===== config.mk =====
export PLATFORM = sky130hd
export DESIGN_NAME = vga_controlador
export DESIGN_NICKNAME = d
export VERILOG_FILES = /design/src/rtl/vga_pkg.sv /design/src/rtl/vga_controlador_contador.sv /design/src/rtl/vga_controlador.sv
export SDC_FILE = /design/constraint.sdc
export NUM_CORES = 1
export LEC_CHECK = 0
export CAP_MARGIN = 40
export CORE_UTILIZATION = 52
export DETAILED_ROUTE_END_ITERATION = 10
export GPL_TIMING_DRIVEN = 0
export PLACE_DENSITY = 0.82
export SLEW_MARGIN = 20
export SYNTH_ARGS = -nofsm -noshare
export SYNTH_HDL_FRONTEND = slang
export SYNTH_SLANG_ARGS = --single-unit

===== constraint.sdc =====
create_clock -name clk_i -period 3.2 [get_ports clk_i]
set_input_delay 0.96 -clock clk_i [delete_from_list [all_inputs] [get_ports clk_i]]
set_output_delay 0.96 -clock clk_i [all_outputs]
set_load 0.02 [all_outputs]

===== src/rtl/vga_pkg.sv =====
// ============================================================================
// vga_pkg : 800x600@60 timing constants, MODO encoding and FSM state type
// Rev 1.0
// ============================================================================
`default_nettype none

package vga_pkg;

  localparam int C_H_SYNC  = 128;
  localparam int C_H_BP    = 88;
  localparam int C_H_ACT   = 800;
  localparam int C_H_FP    = 40;
  localparam int C_V_SYNC  = 4;
  localparam int C_V_BP    = 23;
  localparam int C_V_ACT   = 600;
  localparam int C_V_FP    = 1;
  localparam int C_H_TOTAL = C_H_SYNC + C_H_BP + C_H_ACT + C_H_FP;
  localparam int C_V_TOTAL = C_V_SYNC + C_V_BP + C_V_ACT + C_V_FP;

  localparam int C_COL_W   = 11;
  localparam int C_FILA_W  = 10;
  localparam int C_MODO_W  = 2;
  localparam int C_N_MODOS = 4;

  typedef enum logic [C_MODO_W-1:0] {
    MODO_BARRAS     = 2'd0,
    MODO_CUADRICULA = 2'd1,
    MODO_DEGRADADO  = 2'd2,
    MODO_NEGRO      = 2'd3
  } modo_e;

  typedef enum logic {
    REPOSO    = 1'b0,
    PENDIENTE = 1'b1
  } estado_e;

  function automatic modo_e modo_siguiente(input modo_e m);
    if (m == modo_e'(C_N_MODOS - 1)) return MODO_BARRAS;
    return modo_e'(m + C_MODO_W'(1));
  endfunction

endpackage

`default_nettype wire


===== src/rtl/vga_controlador_contador.sv =====
// ============================================================================
// contador_mod : modulo-N counter with enable, next-value and terminal count
// Rev 1.0
// ============================================================================
`default_nettype none

module contador_mod #(
  parameter int N     = 16,
  parameter int WIDTH = 4
) (
  input  logic             clk_i,
  input  logic             rst_i,
  input  logic             en_i,
  output logic [WIDTH-1:0] cnt_o,
  output logic [WIDTH-1:0] cnt_next_o,
  output logic             tc_o
);

  logic [WIDTH-1:0] cnt_q;
  logic [WIDTH-1:0] cnt_d;

  always_comb begin
    cnt_d = cnt_q;
    if (en_i) begin
      cnt_d = (cnt_q == WIDTH'(N - 1)) ? '0 : cnt_q + WIDTH'(1);
    end
  end

  always_ff @(posedge clk_i) begin
    if (rst_i) cnt_q <= '0;
    else       cnt_q <= cnt_d;
  end

  assign cnt_o      = cnt_q;
  assign cnt_next_o = cnt_d;
  assign tc_o       = (cnt_q == WIDTH'(N - 1));

endmodule

`default_nettype wire


===== src/rtl/vga_controlador.sv =====
// ============================================================================
// vga_controlador : VGA sync/blank timing generator and frame-locked MODO selector
// Rev 1.0
// ============================================================================
`default_nettype none

module vga_controlador
  import vga_pkg::*;
#(
  parameter int H_SYNC = vga_pkg::C_H_SYNC,
  parameter int H_BP   = vga_pkg::C_H_BP,
  parameter int H_ACT  = vga_pkg::C_H_ACT,
  parameter int H_FP   = vga_pkg::C_H_FP,
  parameter int V_SYNC = vga_pkg::C_V_SYNC,
  parameter int V_BP   = vga_pkg::C_V_BP,
  parameter int V_ACT  = vga_pkg::C_V_ACT,
  parameter int V_FP   = vga_pkg::C_V_FP
) (
  input  logic                clk_i,
  input  logic                rst_i,
  input  logic                boton_i,
  output logic [C_COL_W-1:0]  columna_o,
  output logic [C_FILA_W-1:0] fila_o,
  output logic                hsync_o,
  output logic                vsync_o,
  output logic                blank_n_o,
  output logic                fin_frame_o,
  output logic [C_MODO_W-1:0] modo_o
);

  localparam int H_TOTAL = H_SYNC + H_BP + H_ACT + H_FP;
  localparam int V_TOTAL = V_SYNC + V_BP + V_ACT + V_FP;

  localparam logic [C_COL_W-1:0]  HS_FIN = C_COL_W'(H_SYNC);
  localparam logic [C_COL_W-1:0]  HA_INI = C_COL_W'(H_SYNC + H_BP);
  localparam logic [C_COL_W-1:0]  HA_FIN = C_COL_W'(H_SYNC + H_BP + H_ACT);
  localparam logic [C_COL_W-1:0]  H_ULT  = C_COL_W'(H_TOTAL - 1);
  localparam logic [C_FILA_W-1:0] VS_FIN = C_FILA_W'(V_SYNC);
  localparam logic [C_FILA_W-1:0] VA_INI = C_FILA_W'(V_SYNC + V_BP);
  localparam logic [C_FILA_W-1:0] VA_FIN = C_FILA_W'(V_SYNC + V_BP + V_ACT);

  logic [C_COL_W-1:0]  col_q;
  logic [C_COL_W-1:0]  col_d;
  logic [C_FILA_W-1:0] fila_q;
  logic [C_FILA_W-1:0] fila_d;
  logic                col_tc;
  logic                fila_tc;

  contador_mod #(.N(H_TOTAL), .WIDTH(C_COL_W)) u_cnt_col (
    .clk_i      (clk_i),
    .rst_i      (rst_i),
    .en_i       (1'b1),
    .cnt_o      (col_q),
    .cnt_next_o (col_d),
    .tc_o       (col_tc)
  );

  contador_mod #(.N(V_TOTAL), .WIDTH(C_FILA_W)) u_cnt_fila (
    .clk_i      (clk_i),
    .rst_i      (rst_i),
    .en_i       (col_tc),
    .cnt_o      (fila_q),
    .cnt_next_o (fila_d),
    .tc_o       (fila_tc)
  );

  logic hsync_q;
  logic vsync_q;
  logic blank_n_q;
  logic fin_frame_q;

  // Flags are computed from the counters' next values so they land on the
  // same edge as the position they describe. The row cannot change while the
  // column moves onto its last value, so the current row terminal count holds.
  always_ff @(posedge clk_i) begin
    if (rst_i) begin
      hsync_q     <= 1'b0;
      vsync_q     <= 1'b0;
      blank_n_q   <= 1'b0;
      fin_frame_q <= 1'b0;
    end else begin
      hsync_q     <= (col_d < HS_FIN);
      vsync_q     <= (fila_d < VS_FIN);
      blank_n_q   <= (col_d >= HA_INI) && (col_d < HA_FIN) &&
                     (fila_d >= VA_INI) && (fila_d < VA_FIN);
      fin_frame_q <= (col_d == H_ULT) && fila_tc;
    end
  end

  estado_e estado_q;
  modo_e   modo_q;
  logic    boton_prev_q;
  logic    flanco;

  assign flanco = boton_i & ~boton_prev_q;

  // A rising edge seen during the FIN_FRAME cycle is honoured at that boundary.
  always_ff @(posedge clk_i) begin
    if (rst_i) begin
      estado_q     <= REPOSO;
      modo_q       <= MODO_BARRAS;
      boton_prev_q <= 1'b0;
    end else begin
      boton_prev_q <= boton_i;
      case (estado_q)
        REPOSO: begin
          if (flanco) begin
            if (fin_frame_q) modo_q   <= modo_siguiente(modo_q);
            else             estado_q <= PENDIENTE;
          end
        end
        PENDIENTE: begin
          if (fin_frame_q) begin
            modo_q   <= modo_siguiente(modo_q);
            estado_q <= REPOSO;
          end
        end
        default: estado_q <= REPOSO;
      endcase
    end
  end

  assign columna_o   = col_q;
  assign fila_o      = fila_q;
  assign hsync_o     = hsync_q;
  assign vsync_o     = vsync_q;
  assign blank_n_o   = blank_n_q;
  assign fin_frame_o = fin_frame_q;
  assign modo_o      = modo_q;

endmodule

`default_nettype wire


==> summary.txt, run 1 <==
Power and ir drop
  • Switching share of power: a little over a quarter
  • Pwr per Cell Area: ~300 mW/mm2
  • Clk pwr share: 35.8%
  • Combinational share of power: 6.1%
  • Flop pwr share: a little under 60%
  • Worst VDD drop: around 0.26 mV
  • LEAKAGE: approximately 0.00066 uW
  • Power Internal: roughly 470 uW
  • Switching pwr: 171.2 uW

Layout
  • Fillers: ~290
  • Commonest non-fill, non-tap cells in the layout: 35 x nor2_1, 29 x dfxtp_1, 29 x clkdlybuf4s50_1
  • NumNets Final: 253
  • Diodes inserted: 0
  • Share of cells above drive strength 1: under 10%
  • Final cell count without fillers: 291
  • Synth-to-Final Area Change: 24.02%
  • Most common cell after layout, fill and taps aside: nor2_1

Critical path
  • CP dominant cell by count: nand4_1
  • FF-to-FF path depth: 8
  • Critical path's top delay family: simple AND/OR/NAND/NOR gates
  • Startpoint types: register
  • Slowest Stage Delay on Critical Path: around 0.65 ns
  • CP Capture Type: register
  • Critical path depth in cells: 8
  • Worst-path fanout max: 9
  • Crit path DAT: around 3.2 ns
  • Setup CP Type: reg2reg
  • Crit path buffers/inverters: 0
  • Reg-to-reg startpoint: u_cnt_col.cnt_o[0]
  • RR Endpoint: blank_n_o
  • Crit path cell chain: ha_1 -> nand4_1 -> nor3_2 -> nand4_1 -> a21oi_1 -> or3_1 -> o21ai_1 -> a2111oi_1
  • Required time worst endpoint: ~3.4 ns
  • R2r setup slk: roughly 0.2 ns
  • Slowest cell on crit path: nor3_2

Floorplanning
  • DIE HEIGHT: 58.61 um
  • Num rows: 20
  • DIE AREA: 0.003435 mm2
  • Core area: approximately 0.0031 mm2
  • Starting density of the core: a little over half
  • Die Span X: just under 60 um
  • I/O Pins: 30

CTS
  • CTS Hold Bufs: 0
  • Cts bufs inserted: 5
  • Clk sink count: 29
  • Post-CTS Setup Repair Bufs: 0
  • CTS root buf: clkbuf_4
  • Max H-tree Level: 2
  • Register clock-pin slew on the reported worst setup and hold paths: around 0.1 ns
  • Post_cts resized: 0
  • Max Root-Sink Buffers: 2
  • Clk Latency, worst-skew pair: between 0.3 and 0.4 ns
  • CTS tree: done

Timing
  • Final Hold Fails: 0
  • Setup violations, final: 0
  • RSZ-0062 raised after global routing: false
  • TNS Setup: 0 ns
  • Max-slew violation count: 0
  • Period utilization: between 90% and 100%
  • Post-route minimum period: roughly 3 ns
  • Fmax: 0.3333 GHz
  • Post-route clock skew: around 0.0097 ns
  • Worst-Margin Slew: around 0.61 ns
  • Worst slew margin: around three fifths

Detailed routing
  • Vias: 1650
  • Post-Route WL: 3.886 mm
  • Antenna-violating nets left: 0
  • DR WL/cell: ~13 um
  • Via density: approximately 5.7
  • DR DRC count: 0
  • Initial DRC count: 72
  • First-pass detailed-route iteration total: 4

Logic synthesis
  • #FFs+latches synth: 29
  • Synthesized Nets: about 220
  • Post-synth ARST share: 0%
  • Cell Area, Synth: between 0.0015 and 0.002 mm2
  • Syn. warnings: 0
  • Most used DFF post-synth: dfxtp_1
  • Part of the Yosys area used for sequential elements: 34.83%
  • Synthesized instance count: 210
  • Yosys cell types: 48
  • Synthesized area per cell: about 8 um2
  • Post-synth EDFFs: 0

GRT
  • Overall Global Routing Usage: ~24%
  • Grt ovf: 0
  • Number of global-route vias before repair: 1365
  • Initial antenna violation count: 0
  • First-pass GRT wire length: just over 6 mm
  • Pin count of the biggest net entering global routing: 11

Run
  • Max Cap Viol: 0

Placed design
  • I/O Buffers: 29
  • HPWL after DPL: 2.714 mm
  • Gpl congestion: 0.9496
  • Placed insts: around 280

Run status
  • Status: completed

Worst hold path
  • Hold EP: estado_q
  • Hold crit path type: reg2reg
  • Hold_sp: estado_q
  • Hold Path Depth: 1
-- synth_stat cells, drive strengths merged (2+ instances only) --
cell	number	area share, %
nor2	35	7.9
dfxtp	29	35
nand2	21	4.7
xnor2	10	5.3
clkbuf	9	2.0
nand3	8	2.4
nor3	8	2.7
nand4	7	2.6
nor4	7	3.0
o21ai	7	2.1
o31ai	6	2.7
xor2	6	3.2
a21oi	4	1.2
buf	4	1.5
ha	4	3.0
inv	4	0.90
nand2b	4	1.5
nor2b	3	1.1
o31a	3	1.6
a21o	2	0.90
a22oi	2	0.90
and3	2	0.83
mux2i	2	1.2
nand3b	2	0.90
nand4b	2	1.1
or3	2	0.75
or4	2	1.4
-- routing by layer --
layer	routed length [um]	track usage (%)
met4	97	9.524
met3	257	6.154
met5	0	0
met1	1782	30.85
met2	1748	38.75
-- power by group through the flow --
stage / sequential, uW / combinational [uW] / clock [uW]
6_report: 371 / 38.8 / 228
5_1_grt: 372 / 42.5 / 246
4_1_cts: 371 / 39.2 / 230
3_5_place_dp: 379 / 38.9 / 0
3_3_place_gp: 379 / 38.7 / 0
2_1_floorplan: 384 / 16.3 / 0
-- registers in the layout (all words and copies together), names as in the netlist --
name,cells
u_cnt_fila.cnt_o,10
blank_n_o,1
estado_q,1
u_cnt_col.cnt_o,11
modo_o,2
hsync_o,1
boton_prev_q,1
vsync_o,1
fin_frame_o,1
-- how the worst max path moves through the flow --
stage	startpoint	endpoint	slack (ns)
after floorplan	u_cnt_col.cnt_o[0]	blank_n_o	0.45
after global placement	u_cnt_col.cnt_o[0]	blank_n_o	0.28
after detailed placement	u_cnt_col.cnt_o[0]	blank_n_o	0.29
after CTS	u_cnt_col.cnt_o[0]	blank_n_o	0.26
after global routing	u_cnt_col.cnt_o[0]	blank_n_o	0.02
final	u_cnt_col.cnt_o[0]	blank_n_o	0.20
-- per-stage QoR --
step | worst slack, ns | hold slack, ns | total power [uW] | instance area (um2) | util [%]
after floorplan | 0.4484 | 0.4353 | 400.7 | 1667 | -
after global placement | 0.2833 | 0.4417 | 417.5 | 2012 | 65.90
after detailed placement | 0.2948 | 0.4598 | 418.0 | 2012 | 65.90
after CTS | 0.2575 | 0.4861 | 640.0 | 2067 | 67.70
after global routing | 0.02378 | 0.5149 | 659.9 | 2067 | 67.70
final | 0.1995 | 0.4920 | 637.7 | 2067 | 67.70
-- area by class of cell --
cell class	instances	area, um2	share of cell area (%)
multi-input combinational	164	1012	48.97
clock inverter	3	17.52	0.8475
clock buffer	5	37.54	1.816
inverter	4	15.01	0.7264
timing repair buffer	29	290.3	14.04
sequential	29	580.6	28.09
buffer	13	58.81	2.845
tap	44	55.05	2.663
-- cells by family (layout without fill, tap and decap cells) --
| kind of cell | count (synthesis) | in the layout | synth area share [%] |
|---|---|---|---|
| AND/OR/NAND/NOR | 108 | 108 | 33.18 |
| AO/OA/AOI/OAI | 34 | 34 | 14.94 |
| flip-flops | 29 | 29 | 34.84 |
| buffers and inverters | 17 | 54 | 4.429 |
| XOR/XNOR | 16 | 16 | 8.408 |
| adder cells (fa/ha/maj) | 4 | 4 | 3.003 |
| multiplexers | 2 | 2 | 1.201 |
Power figures use the tool's default switching activity.
==> run 2, diff against run 1 <==
--- a/config.mk
+++ b/config.mk
@@ -8,8 +8,10 @@
 export CAP_MARGIN = 40
 export CORE_UTILIZATION = 52
 export DETAILED_ROUTE_END_ITERATION = 10
+export GPL_ROUTABILITY_DRIVEN = 1
 export GPL_TIMING_DRIVEN = 0
 export PLACE_DENSITY = 0.82
+export RECOVER_POWER = 25
 export SLEW_MARGIN = 20
 export SYNTH_ARGS = -nofsm -noshare
 export SYNTH_HDL_FRONTEND = slang
==> summary.txt, run 2 (synthesis results as in run 1) <==
Run status
  • Status: completed (unchanged)

Critical path
  • Setup CP Type: reg2reg (unchanged)
  • FF-to-FF path depth: 8 (unchanged)
  • R2r setup slk: 0.20 ns (about the same)
  • Startpoint types: register (unchanged)
  • CP Capture Type: register (unchanged)
  • Reg-to-reg startpoint: u_cnt_col.cnt_o[0] (unchanged)
  • Worst-path fanout max: 9 (unchanged)
  • Crit path DAT: 3.23 ns (about the same)
  • Start point of the critical path: u_cnt_col.cnt_o[0] (unchanged)
  • RR Endpoint: blank_n_o (unchanged)
  • Setup crit end: blank_n_o (unchanged)
  • Required time worst endpoint: 3.43 ns (about the same)

Detailed routing
  • Antenna-violating nets left: 0 (unchanged)
  • Initial DRC count: 72 (unchanged)
  • Via density: 5.670 (unchanged)
  • First-pass detailed-route iteration total: 4 (unchanged)
  • DR WL/cell: 13.34 um (was 13.35 um)
  • DR DRC count: 0 (unchanged)
  • Post-Route WL: 3.882 mm (was 3.886 mm)
  • Vias: 1650 (unchanged)

Power and ir drop
  • Pwr per Cell Area: 308.0 mW/mm2 (was 308.5 mW/mm2)
  • LEAKAGE: 0.0006707 uW (was 0.0006588 uW)
  • Clk pwr share: 35.8% (about the same)
  • Switching pwr: 171.2 uW (about the same)
  • Worst VDD drop: 0.2618 mV (about the same)
  • Switching share of power: 26.88% (was 26.85%)
  • Power Internal: 465.5 uW (was 466.5 uW)
  • Combinational share of power: 5.9% (was 6.1%)
  • Flop pwr share: 58.2% (was 58.1%)

CTS
  • Max H-tree Level: 2 (unchanged)
  • Post_cts resized: 0 (unchanged)
  • Post-CTS Setup Repair Bufs: 0 (unchanged)
  • Clk Latency, worst-skew pair: 0.34 ns (about the same)
  • Clk sink count: 29 (unchanged)
  • CTS Hold Bufs: 0 (unchanged)
  • CTS tree: done (unchanged)
  • Register clock-pin slew on the reported worst setup and hold paths: 0.10 ns (about the same)
  • Max Root-Sink Buffers: 2 (unchanged)
  • Cts bufs inserted: 5 (unchanged)
  • CTS root buf: clkbuf_4 (unchanged)

GRT
  • Met1 usage: 30.85% (unchanged)
  • Initial antenna violation count: 0 (unchanged)
  • Global routing's busiest layer: met2 (unchanged)
  • Pin count of the biggest net entering global routing: 11 (unchanged)
  • Number of global-route vias before repair: 1365 (unchanged)
  • Grt ovf: 0 (unchanged)
  • Overall Global Routing Usage: 24.03% (unchanged)
  • Met2 Use GR: 38.75% (unchanged)
  • First-pass GRT wire length: 6.189 mm (unchanged)
  • GRT met3 Usage: 6.154% (unchanged)

Layout
  • Diodes inserted: 0 (unchanged)
  • Final instance area: 0.002067 mm2 (unchanged)
  • Max reg flops: 11 (unchanged)
  • Core Util, Final: 67.70% (unchanged)
  • Fillers: 287 (unchanged)
  • Share of cells above drive strength 1: 7.692% (unchanged)
  • Synth-to-Final Area Change: 24.02% (unchanged)
  • Most common cell after layout, fill and taps aside: nor2_1 (unchanged)
  • NumNets Final: 253 (unchanged)
  • Commonest non-fill, non-tap cells in the layout: 35 x nor2_1, 29 x dfxtp_1, 22 x clkdlybuf4s50_1 (was 35 x nor2_1, 29 x dfxtp_1, 29 x clkdlybuf4s50_1)

Floorplanning
  • Core area: 0.003053 mm2 (unchanged)
  • DIE AREA: 0.003435 mm2 (unchanged)
  • I/O Pins: 30 (unchanged)
  • Die Span X: 58.61 um (unchanged)
  • DIE HEIGHT: 58.61 um (unchanged)
  • Num rows: 20 (unchanged)
  • Starting density of the core: 54.59% (unchanged)

Worst hold path
  • Hold_sp: estado_q (unchanged)
  • Hold crit path type: reg2reg (unchanged)

Timing
  • Final Hold Fails: 0 (unchanged)
  • Setup violations, final: 0 (unchanged)
  • Post-route clock skew: 0.009738 ns (about the same)
  • Post-route minimum period: 3.000 ns (about the same)
  • Max-slew violation count: 0 (unchanged)
  • TNS Setup: 0 ns (unchanged)
  • Period utilization: 93.76% (about the same)
  • RSZ-0062 raised after global routing: false (unchanged)
  • Worst-Margin Slew: 0.6110 ns (was 0.6111 ns)
  • Worst slew margin: 59.05% (was 59.04%)
  • Fmax: 0.3333 GHz (about the same)

Placed design
  • I/O Buffers: 29 (unchanged)
  • HPWL after DPL: 2.714 mm (unchanged)
  • Gpl congestion: 0.9496 (unchanged)
  • Area after DPL: 0.002012 mm2 (unchanged)

Run
  • Max Cap Viol: 0 (unchanged)
## run 2: changes by cell type in the layout (fill, tap and decap cells not counted), sizes merged
cell,delta
dlygate4sd3,+7
clkdlybuf4s50,-7
## run 2: per-stage QoR
| step | hold slack (ns) | power, uW | worst slack, ns | instances |
|---|---|---|---|---|
| 5_1_grt | 0.5149 | 658.8 | 0.02378 | 291 |
| 6_report | 0.4920 | 636.7 | 0.1997 | 291 |
| 4_1_cts | 0.4861 | 640.0 | 0.2575 | 291 |
| 3_5_place_dp | 0.4598 | 418.0 | 0.2948 | 283 |
| 3_3_place_gp | 0.4417 | 417.5 | 0.2833 | 283 |
| 2_1_floorplan | 0.4353 | 400.7 | 0.4484 | 210 |
## run 2: worst min path at each step
stage	endpoint	slack, ns	cells past startpoint
final	estado_q	0.49	1
after detailed placement	estado_q	0.46	1
after CTS	estado_q	0.49	1
after floorplan	estado_q	0.44	1
after global placement	estado_q	0.44	1
after global routing	estado_q	0.51	1
## run 2: critical path, cell delays in order, from the launching register on
cell	delay (ns)
dfxtp_1	0.41
ha_1	0.30
nand4_1	0.37
nor3_2	0.65
nand4_1	0.16
a21oi_1	0.33
or3_1	0.20
o21ai_1	0.08
a2111oi_1	0.38
## run 2: layer usage
layer	part of all wire, %	up-vias
met5	0	-
met4	2.5	0
met3	6.6	12
met2	45	65
met1	46	753
li1	-	820
## run 2: layout make-up
| type | instances | area (um2) | area share [%] |
|---|---|---|---|
| inverter | 4 | 15.01 | 0.7264 |
| clock buffer | 5 | 37.54 | 1.816 |
| tap | 44 | 55.05 | 2.663 |
| clock inverter | 3 | 17.52 | 0.8475 |
| multi-input combinational | 164 | 1012 | 48.97 |
| sequential | 29 | 580.6 | 28.09 |
| timing repair buffer | 29 | 290.3 | 14.04 |
| buffer | 13 | 58.81 | 2.845 |
## run 2: power groups by stage
stage               clock (uW)  sequential, uW  combinational (uW)
CTS                        230             371                39.2
floorplan                    0             384                16.3
detailed placement           0             379                38.9
global placement             0             379                38.7
finish                     228             371                37.8
global route               246             372                41.5
==> run 3, diff against run 2 <==
--- a/config.mk
+++ b/config.mk
@@ -6,11 +6,13 @@
 export NUM_CORES = 1
 export LEC_CHECK = 0
 export CAP_MARGIN = 40
-export CORE_UTILIZATION = 52
+export CORE_MARGIN = 2
+export CORE_UTILIZATION = 54
+export CTS_BUF_LIST = sky130_fd_sc_hd__clkbuf_4 sky130_fd_sc_hd__clkbuf_8
 export DETAILED_ROUTE_END_ITERATION = 10
 export GPL_ROUTABILITY_DRIVEN = 1
 export GPL_TIMING_DRIVEN = 0
-export PLACE_DENSITY = 0.82
+export PLACE_DENSITY = 0.85
 export RECOVER_POWER = 25
 export SLEW_MARGIN = 20
 export SYNTH_ARGS = -nofsm -noshare
==> summary.txt, run 3 (synthesis results as in run 1) <==
Detailed routing
  • Via density: 5.883 (was 5.670)
  • Post-Route WL: 3.974 mm (was 3.882 mm)
  • Vias: 1659 (was 1650)
  • Antenna-violating nets left: 0 (unchanged)
  • First-pass detailed-route iteration total: 4 (unchanged)
  • DR WL/cell: 14.09 um (was 13.34 um)
  • Initial DRC count: 96 (was 72)
  • DR DRC count: 0 (unchanged)

Timing
  • Max-slew violation count: 0 (unchanged)
  • Fmax: 0.3378 GHz (was 0.3333 GHz)
  • Worst slew margin: 58.22% (was 59.05%)
  • TNS Setup: 0 ns (unchanged)
  • Post-route clock skew: 0.006883 ns (was 0.009738 ns)
  • Worst-Margin Slew: 0.6234 ns (was 0.6110 ns)
  • Setup violations, final: 0 (unchanged)
  • RSZ-0062 raised after global routing: false (unchanged)
  • Period utilization: 92.52% (was 93.76%)
  • Post-route minimum period: 2.961 ns (was 3.000 ns)
  • Final Hold Fails: 0 (unchanged)

GRT
  • Number of global-route vias before repair: 1425 (was 1365)
  • Grt ovf: 0 (unchanged)
  • Overall Global Routing Usage: 24.05% (was 24.03%)
  • First-pass GRT wire length: 6.458 mm (was 6.189 mm)
  • Initial antenna violation count: 0 (unchanged)
  • Pin count of the biggest net entering global routing: 11 (unchanged)

Floorplanning
  • Num rows: 20 (unchanged)
  • I/O Pins: 30 (unchanged)
  • Starting density of the core: 55.50% (was 54.59%)
  • DIE AREA: 0.003547 mm2 (was 0.003435 mm2)
  • DIE HEIGHT: 59.56 um (was 58.61 um)
  • Die Span X: 59.56 um (was 58.61 um)
  • Core area: 0.003003 mm2 (was 0.003053 mm2)

Power and ir drop
  • Worst VDD drop: 0.1842 mV (was 0.2618 mV)
  • Pwr per Cell Area: 306.1 mW/mm2 (was 308.0 mW/mm2)
  • Power, Total: 633.4 uW (was 636.7 uW)
  • LEAKAGE: 0.0006760 uW (was 0.0006707 uW)

Critical path
  • Crit path DAT: 3.18 ns (was 3.23 ns)
  • Setup CP Type: reg2reg (unchanged)
  • CP Capture Type: register (unchanged)
  • Required time worst endpoint: 3.42 ns (was 3.43 ns)
  • Startpoint types: register (unchanged)
  • Worst-path fanout max: 6 (was 9)

CTS
  • Max H-tree Level: 2 (unchanged)
  • Clk sink count: 29 (unchanged)
  • Register clock-pin slew on the reported worst setup and hold paths: 0.10 ns (about the same)
  • Cts bufs inserted: 5 (unchanged)
  • CTS tree: done (unchanged)
  • Clk Latency, worst-skew pair: 0.34 ns (about the same)
  • Max Root-Sink Buffers: 2 (unchanged)
  • CTS root buf: clkbuf_4 (unchanged)

Layout
  • Final instance area: 0.002069 mm2 (was 0.002067 mm2)
  • NumNets Final: 255 (was 253)
  • Most common cell after layout, fill and taps aside: nor2_1 (unchanged)
  • Synth-to-Final Area Change: 24.17% (was 24.02%)
  • Diodes inserted: 0 (unchanged)
  • Share of cells above drive strength 1: 8.434% (was 7.692%)
  • Commonest non-fill, non-tap cells in the layout: 35 x nor2_1, 29 x dfxtp_1, 22 x clkdlybuf4s50_1 (unchanged)
  • Max reg flops: 11 (unchanged)

Run
  • Max Cap Viol: 0 (unchanged)

Placed design
  • I/O Buffers: 29 (unchanged)
  • HPWL after DPL: 2.726 mm (was 2.714 mm)
  • Gpl congestion: 0.8978 (was 0.9496)
  • Area after DPL: 0.001998 mm2 (was 0.002012 mm2)

Run status
  • Status: completed (unchanged)

Worst hold path
  • Hold crit path type: reg2reg (unchanged)
run 3: cell count changes in the layout (fill, tap and decap cells not counted), sizes merged:
cell and delta:
buf +1, clkbuf +1
run 3: critical path: stages, from the launching register on:
cell	delay [ns]
dfxtp_1	0.41
ha_1	0.29
nand4_1	0.27
or4_4	0.66
nor4_2	0.29
nor2_1	0.08
or3_1	0.38
o31ai_1	0.33
a2111oi_1	0.13
run 3: through the flow:
step | worst slack (ns) | std cells | utilization (%) | hold WS, ns
floorplan | 0.4484 | 210 | - | 0.4353
global placement | 0.3111 | 272 | 66.54 | 0.4406
detailed placement | 0.1761 | 272 | 66.54 | 0.4493
CTS | 0.1517 | 280 | 68.38 | 0.4738
global route | 0.04396 | 282 | 68.92 | 0.4998
finish | 0.2393 | 282 | 68.92 | 0.4711
run 3: final cells by class:
class / count / area (um2)
buffer: 13 / 58.81
clock buffer: 5 / 37.54
clock inverter: 3 / 17.52
fill: 273 / 933.4
inverter: 4 / 15.01
multi-input combinational: 164 / 1017
sequential: 29 / 580.6
tap: 33 / 41.29
timing repair buffer: 31 / 301.5
run 3: final timing paths:
kind,from,endpoint,slack (ns),cells past startpoint
worst max-delay path,u_cnt_col.cnt_o[0],blank_n_o,0.24,8
worst min-delay path,estado_q,estado_q,0.47,1
worst max register to register,u_cnt_col.cnt_o[0],blank_n_o,0.24,8
worst min register to register,estado_q,estado_q,0.47,1
run 3: power breakdown:
part | total (uW) | switching (uW) | internal, uW
combinational | 37.7 | 21.8 | 15.9
clock | 225 | 143 | 82.6
sequential | 370 | 3.52 | 367
total | 633 | 168 | 465
run 3: layer usage:
metal	track usage [%]	part of all wire (%)	vias up
met5	0	0	-
met4	12.06	1.2	0
met3	4.803	6.1	7
met2	37.68	47	63
met1	31.33	46	767
li1	-	-	822
run 3: repair_timing:
action,CTS,global route
hold buffers,0,0
endpoints found under the setup margin,0,1
gates resized for setup,0,1
endpoints found under the hold margin,0,0
setup buffers,0,2
